## src/rtl/alu_multicycle.sv

```systemverilog
// Multicycle datapath ALU: single-cycle logic/arith ops, iterative one-bit-per-cycle
// shifts, result held behind a valid/ready handshake.
//
// state | meaning
// IDLE  | ready for a new request (in_ready=1)
// SHIFT | shifting the captured operand one position per cycle
// DONE  | result presented (out_valid=1), held until out_ready
module alu_multicycle #(
   parameter int DATA_WIDTH = 32,
   parameter int SHAMT_W    = $clog2(DATA_WIDTH)
) (
   input  logic                  clk,
   input  logic                  rst_n,
   input  logic                  in_valid,
   output logic                  in_ready,
   input  logic [3:0]            Operation,
   input  logic [DATA_WIDTH-1:0] SrcA,
   input  logic [DATA_WIDTH-1:0] SrcB,
   output logic                  out_valid,
   input  logic                  out_ready,
   output logic [DATA_WIDTH-1:0] ALUResult,
   output logic                  Zero,
   output logic                  Illegal
);

   typedef enum logic [1:0] {
      IDLE  = 2'd0,
      SHIFT = 2'd1,
      DONE  = 2'd2
   } state_t;

   localparam logic [3:0] OP_AND  = 4'b0000;
   localparam logic [3:0] OP_OR   = 4'b0001;
   localparam logic [3:0] OP_ADD  = 4'b0010;
   localparam logic [3:0] OP_XOR  = 4'b0011;
   localparam logic [3:0] OP_SLL  = 4'b0100;
   localparam logic [3:0] OP_SRL  = 4'b0101;
   localparam logic [3:0] OP_SUB  = 4'b0110;
   localparam logic [3:0] OP_SLT  = 4'b0111;
   localparam logic [3:0] OP_SLT2 = 4'b1111;
   localparam logic [3:0] OP_EQ   = 4'b1000;
   localparam logic [3:0] OP_SRA  = 4'b1001;

   state_t                r_state;
   logic [DATA_WIDTH-1:0] r_acc;
   logic [SHAMT_W-1:0]    r_cnt;
   logic [3:0]            r_op;
   logic                  r_zero;
   logic                  r_illegal;

   state_t                w_state_nxt;
   logic [DATA_WIDTH-1:0] w_acc_nxt;
   logic [SHAMT_W-1:0]    w_cnt_nxt;
   logic [3:0]            w_op_nxt;
   logic                  w_zero_nxt;
   logic                  w_illegal_nxt;

   logic [DATA_WIDTH-1:0] w_alu;
   logic                  w_is_shift;
   logic                  w_bad_op;
   logic [DATA_WIDTH-1:0] w_shift1;
   logic [SHAMT_W-1:0]    w_shamt;

   assign w_shamt = SrcB[SHAMT_W-1:0];

   // Single-cycle ops; shift codes only flag w_is_shift, the shifter does the work.
   always_comb begin
      w_alu      = '0;
      w_is_shift = 1'b0;
      w_bad_op   = 1'b0;
      case (Operation)
         OP_AND:          w_alu = SrcA & SrcB;
         OP_OR:           w_alu = SrcA | SrcB;
         OP_ADD:          w_alu = SrcA + SrcB;
         OP_XOR:          w_alu = SrcA ^ SrcB;
         OP_SUB:          w_alu = SrcA - SrcB;
         OP_SLT, OP_SLT2: w_alu = DATA_WIDTH'($signed(SrcA) < $signed(SrcB));
         OP_EQ:           w_alu = DATA_WIDTH'(SrcA == SrcB);
         OP_SLL, OP_SRL, OP_SRA: w_is_shift = 1'b1;
         default:         w_bad_op = 1'b1;
      endcase
   end

   always_comb begin
      w_shift1 = r_acc;
      case (r_op)
         OP_SLL:  w_shift1 = {r_acc[DATA_WIDTH-2:0], 1'b0};
         OP_SRL:  w_shift1 = {1'b0, r_acc[DATA_WIDTH-1:1]};
         OP_SRA:  w_shift1 = {r_acc[DATA_WIDTH-1], r_acc[DATA_WIDTH-1:1]};
         default: w_shift1 = r_acc;
      endcase
   end

   always_comb begin
      w_state_nxt   = r_state;
      w_acc_nxt     = r_acc;
      w_cnt_nxt     = r_cnt;
      w_op_nxt      = r_op;
      w_zero_nxt    = r_zero;
      w_illegal_nxt = r_illegal;
      in_ready      = 1'b0;
      out_valid     = 1'b0;
      case (r_state)
         IDLE: begin
            in_ready = 1'b1;
            if (in_valid) begin
               w_op_nxt = Operation;
               if (w_is_shift) begin
                  w_acc_nxt     = SrcA;
                  w_cnt_nxt     = w_shamt;
                  w_illegal_nxt = 1'b0;
                  if (w_shamt == '0) begin
                     w_zero_nxt  = (SrcA == '0);
                     w_state_nxt = DONE;
                  end else begin
                     w_state_nxt = SHIFT;
                  end
               end else begin
                  w_acc_nxt     = w_alu;
                  w_zero_nxt    = (w_alu == '0);
                  w_illegal_nxt = w_bad_op;
                  w_state_nxt   = DONE;
               end
            end
         end
         SHIFT: begin
            w_acc_nxt = w_shift1;
            w_cnt_nxt = r_cnt - SHAMT_W'(1);
            if (r_cnt == SHAMT_W'(1)) begin
               w_zero_nxt  = (w_shift1 == '0);
               w_state_nxt = DONE;
            end
         end
         DONE: begin
            out_valid = 1'b1;
            if (out_ready) w_state_nxt = IDLE;
         end
         default: w_state_nxt = IDLE;
      endcase
   end

   always_ff @(posedge clk) begin
      if (!rst_n) begin
         r_state   <= IDLE;
         r_acc     <= '0;
         r_cnt     <= '0;
         r_op      <= '0;
         r_zero    <= 1'b0;
         r_illegal <= 1'b0;
      end else begin
         r_state   <= w_state_nxt;
         r_acc     <= w_acc_nxt;
         r_cnt     <= w_cnt_nxt;
         r_op      <= w_op_nxt;
         r_zero    <= w_zero_nxt;
         r_illegal <= w_illegal_nxt;
      end
   end

   assign ALUResult = r_acc;
   assign Zero      = r_zero;
   assign Illegal   = r_illegal;

endmodule

```

## config.mk

```make
export PLATFORM = sky130hd
export DESIGN_NAME = alu_multicycle
export DESIGN_NICKNAME = d
export VERILOG_FILES = /design/src/rtl/alu_multicycle.sv
export SDC_FILE = /design/constraint.sdc
export NUM_CORES = 1
export LEC_CHECK = 0
export BUFFER_PORTS_ARGS = -buffer_cell sky130_fd_sc_hd__buf_4
export CAP_MARGIN = 25
export CORE_AREA = 2 2 128 130
export DETAILED_ROUTE_END_ITERATION = 7
export DIE_AREA = 0 0 130 132
export PLACE_DENSITY = 0.76
export SYNTH_ARGS = -nofsm -noshare
export SYNTH_HDL_FRONTEND = slang
export SYNTH_SLANG_ARGS = --single-unit
```

## constraint.sdc

```tcl
create_clock -name clk -period 5.55 [get_ports clk]
set_input_delay 0.8325 -clock clk [delete_from_list [all_inputs] [get_ports clk]]
set_output_delay 0.8325 -clock clk [all_outputs]
set_load 0.01 [all_outputs]
```

==> impl_results.md <==
* Result of the run: completed
* Synth warn at 0
* Overall die width at 130 um
* Cell type of the slowest stage on the worst timing path: sky130_fd_sc_hd__nor4_1
* Slew at the pin closest to its max-slew limit at between 900 and 1000 ps
* Primary flip-flop cell chosen by synthesis mapping: sky130_fd_sc_hd__dfxtp_1
* I/O pin cnt at between 100 and 150
* Ant. Diodes at 0
* Number of antenna-violating nets in the routed design at 0
* Number of search-and-repair iterations in the first detailed-routing pass at 8
* Final slew viol count at 0
* Synthesized area per cell at approximately 6.8 sq um
* Last element of the critical path: Zero$_SDFFE_PN0P_
* Largest area contributor in the netlist: sky130_fd_sc_hd__ha_1
* Top post-synthesis cells by area: sky130_fd_sc_hd__ha_1 15%, sky130_fd_sc_hd__dfxtp_1 10%, sky130_fd_sc_hd__a21oi_1 6.3%
* Minimum clock period after layout at 4820 ps
* Clock skew at 7.08 ps
* Initial standard-cell utilization of the core at 54.6%
* Relative area change from synthesis to final layout at 12.6%
* Worst reg-to-reg setup slack at approximately 1200 ps
* Static leakage power at ~4.3 nW
* Number of DRC markers after the initial detailed-route iteration at 1,426
* Critical path startpoint category: input pin
* Final clock period utilization by the worst path at between 80% and 90%
* Worst Setup Slack, final at about 730 ps
* Share of cells above drive strength 1 at 13.7%
* Worst slack, placed at 624 ps
* Data arrival time of the critical path at between 5000 and 6000 ps
* Clock-pin slew of the registers on the worst-case setup and hold paths at 70 ps
* Number of clock buffers inserted by TritonCTS at 5
* Timing-limited maximum frequency at 208 MHz
* Clock tree from TritonCTS: yes
* GRT Util Overall at 38.1%
* Clock latency reported for the late side of the worst-skew pair at 290 ps
* Vias in the first global route at 9,183
* GRT overflow at 0
* Total stage count of the critical path at 15
* Critical Path RT at 5750 ps
* Antenna violations before repair at 0
* Number of enable flip-flop cells after synthesis at 0
* Fraction of synthesized cell area taken by the top area cell type at 14.7%
* Peak VDD IR at 0.000139 V
* Total negative setup slack at 0 ps
* Setup-failing EPs final at 0
* Biggest cell delay along the critical path at 650 ps
* Worst R2R Start: r_op[0]$_SDFFE_PN0P_
* Detailed placer's ending HPWL at 26.3 mm
* Sink Count at 45
* PwrDens at 163 nW/um^2
* Flip-flop and latch count after synthesis at 45
* Most frequent cell after synthesis: sky130_fd_sc_hd__nand2_1
* Type of the worst min-delay path: flip-flop to flip-flop
* Unique masters post-synth at 88
* Number of nets in the synthesized netlist at 1,433
* Kind of cell adding the most delay to the critical path: simple AND/OR/NAND/NOR gates
* Post-cts resize count at 0
* Die area at 17,200 sq um
* Total routed wirelength at 33.9 mm
* Capture instance of the worst register-to-register path: Zero$_SDFFE_PN0P_
* Crit end category: flip-flop
* Top cell by count, worst path: sky130_fd_sc_hd__o21ai_0
* Share of async-settable or async-resettable flops after synthesis at 0%
* Synth top cells by count: 129 x sky130_fd_sc_hd__nand2_1, 118 x sky130_fd_sc_hd__inv_1, 108 x sky130_fd_sc_hd__a21oi_1
* Class of the most critical setup path: input pin to flip-flop
* Final routed wire length divided by cell count at 22.2 um
* Final hold violations at 0
* Quantity of I/O buffers inserted on ports at between 100 and 150
* Max-slew headroom at 33.0%
* Synthesized area at 8590 sq um
* RSZ-0062 raised after global routing: false
* Count of mapped cells out of synthesis at 1,258
* H-tree depth reported by CTS at 2
* Die Span Y at 132 um
* Floorplan row count at 46
* Nets at 1,490
* Maximum fanout along the worst path at 13
* Setup Fix Bufs, Post-CTS at 0
* Core area at ~16,000 sq um
* Final weighted congestion in routability-driven placement at 1.03
* Clock tree root buffer cell: sky130_fd_sc_hd__clkbuf_16
* Max-capacitance violation count at 0
* Count of hold buffers inserted by post-cts repair at 0
* Sum of buffers and inverters on the critical path at 2
* Sequential cell area fraction in the yosys report at between 10% and 20%
* Pin count of the biggest net entering global routing at 46
* First-pass GRT wire length at 51.7 mm
* Crit-path cells: buf_4 -> inv_1 -> ha_1 -> nand4_1 -> nor3_1 -> o21ai_0 -> nand2_1 -> a211o_1 -> a31oi_1 -> o21ai_0 -> a21oi_1 -> nor4_1 -> nand3_1 -> or4_1 -> o32ai_2
* Via total after detailed routing at around 10,000
* Worst Reg-to-Reg Cells at 12
* Worst setup path startpoint: SrcA[15]
* Number of remaining DRC errors at 0
* CTS max path bufs at 2
* Routed via count divided by cell count at 6.75
[metrics by stage]
step	util (%)	cells	total power, mW	cell area (sq um)	hold slack, ps
after floorplan	-	1258	0.945	8590	459
after global placement	60.5	1523	1.24	9500	478
after detailed placement	60.6	1524	1.24	9520	501
after CTS	61.5	1532	1.55	9670	518
after global routing	61.5	1532	1.66	9670	536
final	61.5	1532	1.58	9670	524
[per-layer routing]
layer  part of all wire [%]  global-route usage, %  vias up
li1                       -                      -     4741
met1                     41                   54.5     4732
met2                     43                   57.5      776
met3                     12                   6.41       96
met4                    4.1                   13.0        0
met5                      0                      0        -
[how the worst min path moves through the flow]
stage,cells past startpoint,from,end
floorplan,1,r_cnt[0]$_SDFFE_PN0P_,r_cnt[0]$_SDFFE_PN0P_
global placement,1,r_cnt[0]$_SDFFE_PN0P_,r_cnt[0]$_SDFFE_PN0P_
detailed placement,1,r_cnt[0]$_SDFFE_PN0P_,r_cnt[0]$_SDFFE_PN0P_
CTS,1,r_cnt[0]$_SDFFE_PN0P_,r_cnt[0]$_SDFFE_PN0P_
global route,1,r_cnt[0]$_SDFFE_PN0P_,r_cnt[0]$_SDFFE_PN0P_
finish,1,r_cnt[0]$_SDFFE_PN0P_,r_cnt[0]$_SDFFE_PN0P_
[cells by family after synthesis]
family,after synthesis,synth area share [%]
adder cells (fa/ha/maj),103,15.2
multiplexers,35,4.12
flip-flops,45,10.5
buffers and inverters,207,9.68
AND/OR/NAND/NOR,437,25.6
XOR/XNOR,9,0.918
AO/OA/AOI/OAI,422,34.0
[cell type report]
cell class                 instances  area (sq um)
multi-input combinational       1006          6880
fill                            1565          6050
timing repair buffer             131           987
sequential                        45           901
inverter                         126           480
tap                              216           270
clock buffer                       5           125
clock inverter                     3          25.0
[where the power goes]
group | internal (mW) | total [mW] | switching [mW]
Sequential | 0.347 | 0.384 | 0.0364
Clock | 0.169 | 0.308 | 0.139
Combinational | 0.329 | 0.885 | 0.556
Total | 0.846 | 1.58 | 0.731
[state kept, by name (all words and copies together), names as in the netlist]
signal     count
ALUResult     32
r_op           4
r_cnt          5
Zero           1
Illegal        1
r_state        2
[cells in the final DEF (no fill, tap or decap), types with 27 or more instances in the layout]
master / count
sky130_fd_sc_hd__buf_4: 130
sky130_fd_sc_hd__nand2_1: 129
sky130_fd_sc_hd__inv_1: 118
sky130_fd_sc_hd__a21oi_1: 108
sky130_fd_sc_hd__ha_1: 101
sky130_fd_sc_hd__nor2_1: 88
sky130_fd_sc_hd__o21ai_0: 61
sky130_fd_sc_hd__dfxtp_1: 45
sky130_fd_sc_hd__nor3_1: 34
sky130_fd_sc_hd__nor2b_1: 32
sky130_fd_sc_hd__mux2i_1: 32
sky130_fd_sc_hd__nand3_1: 27
No activity file was read; power rests on OpenSTA's default activity.
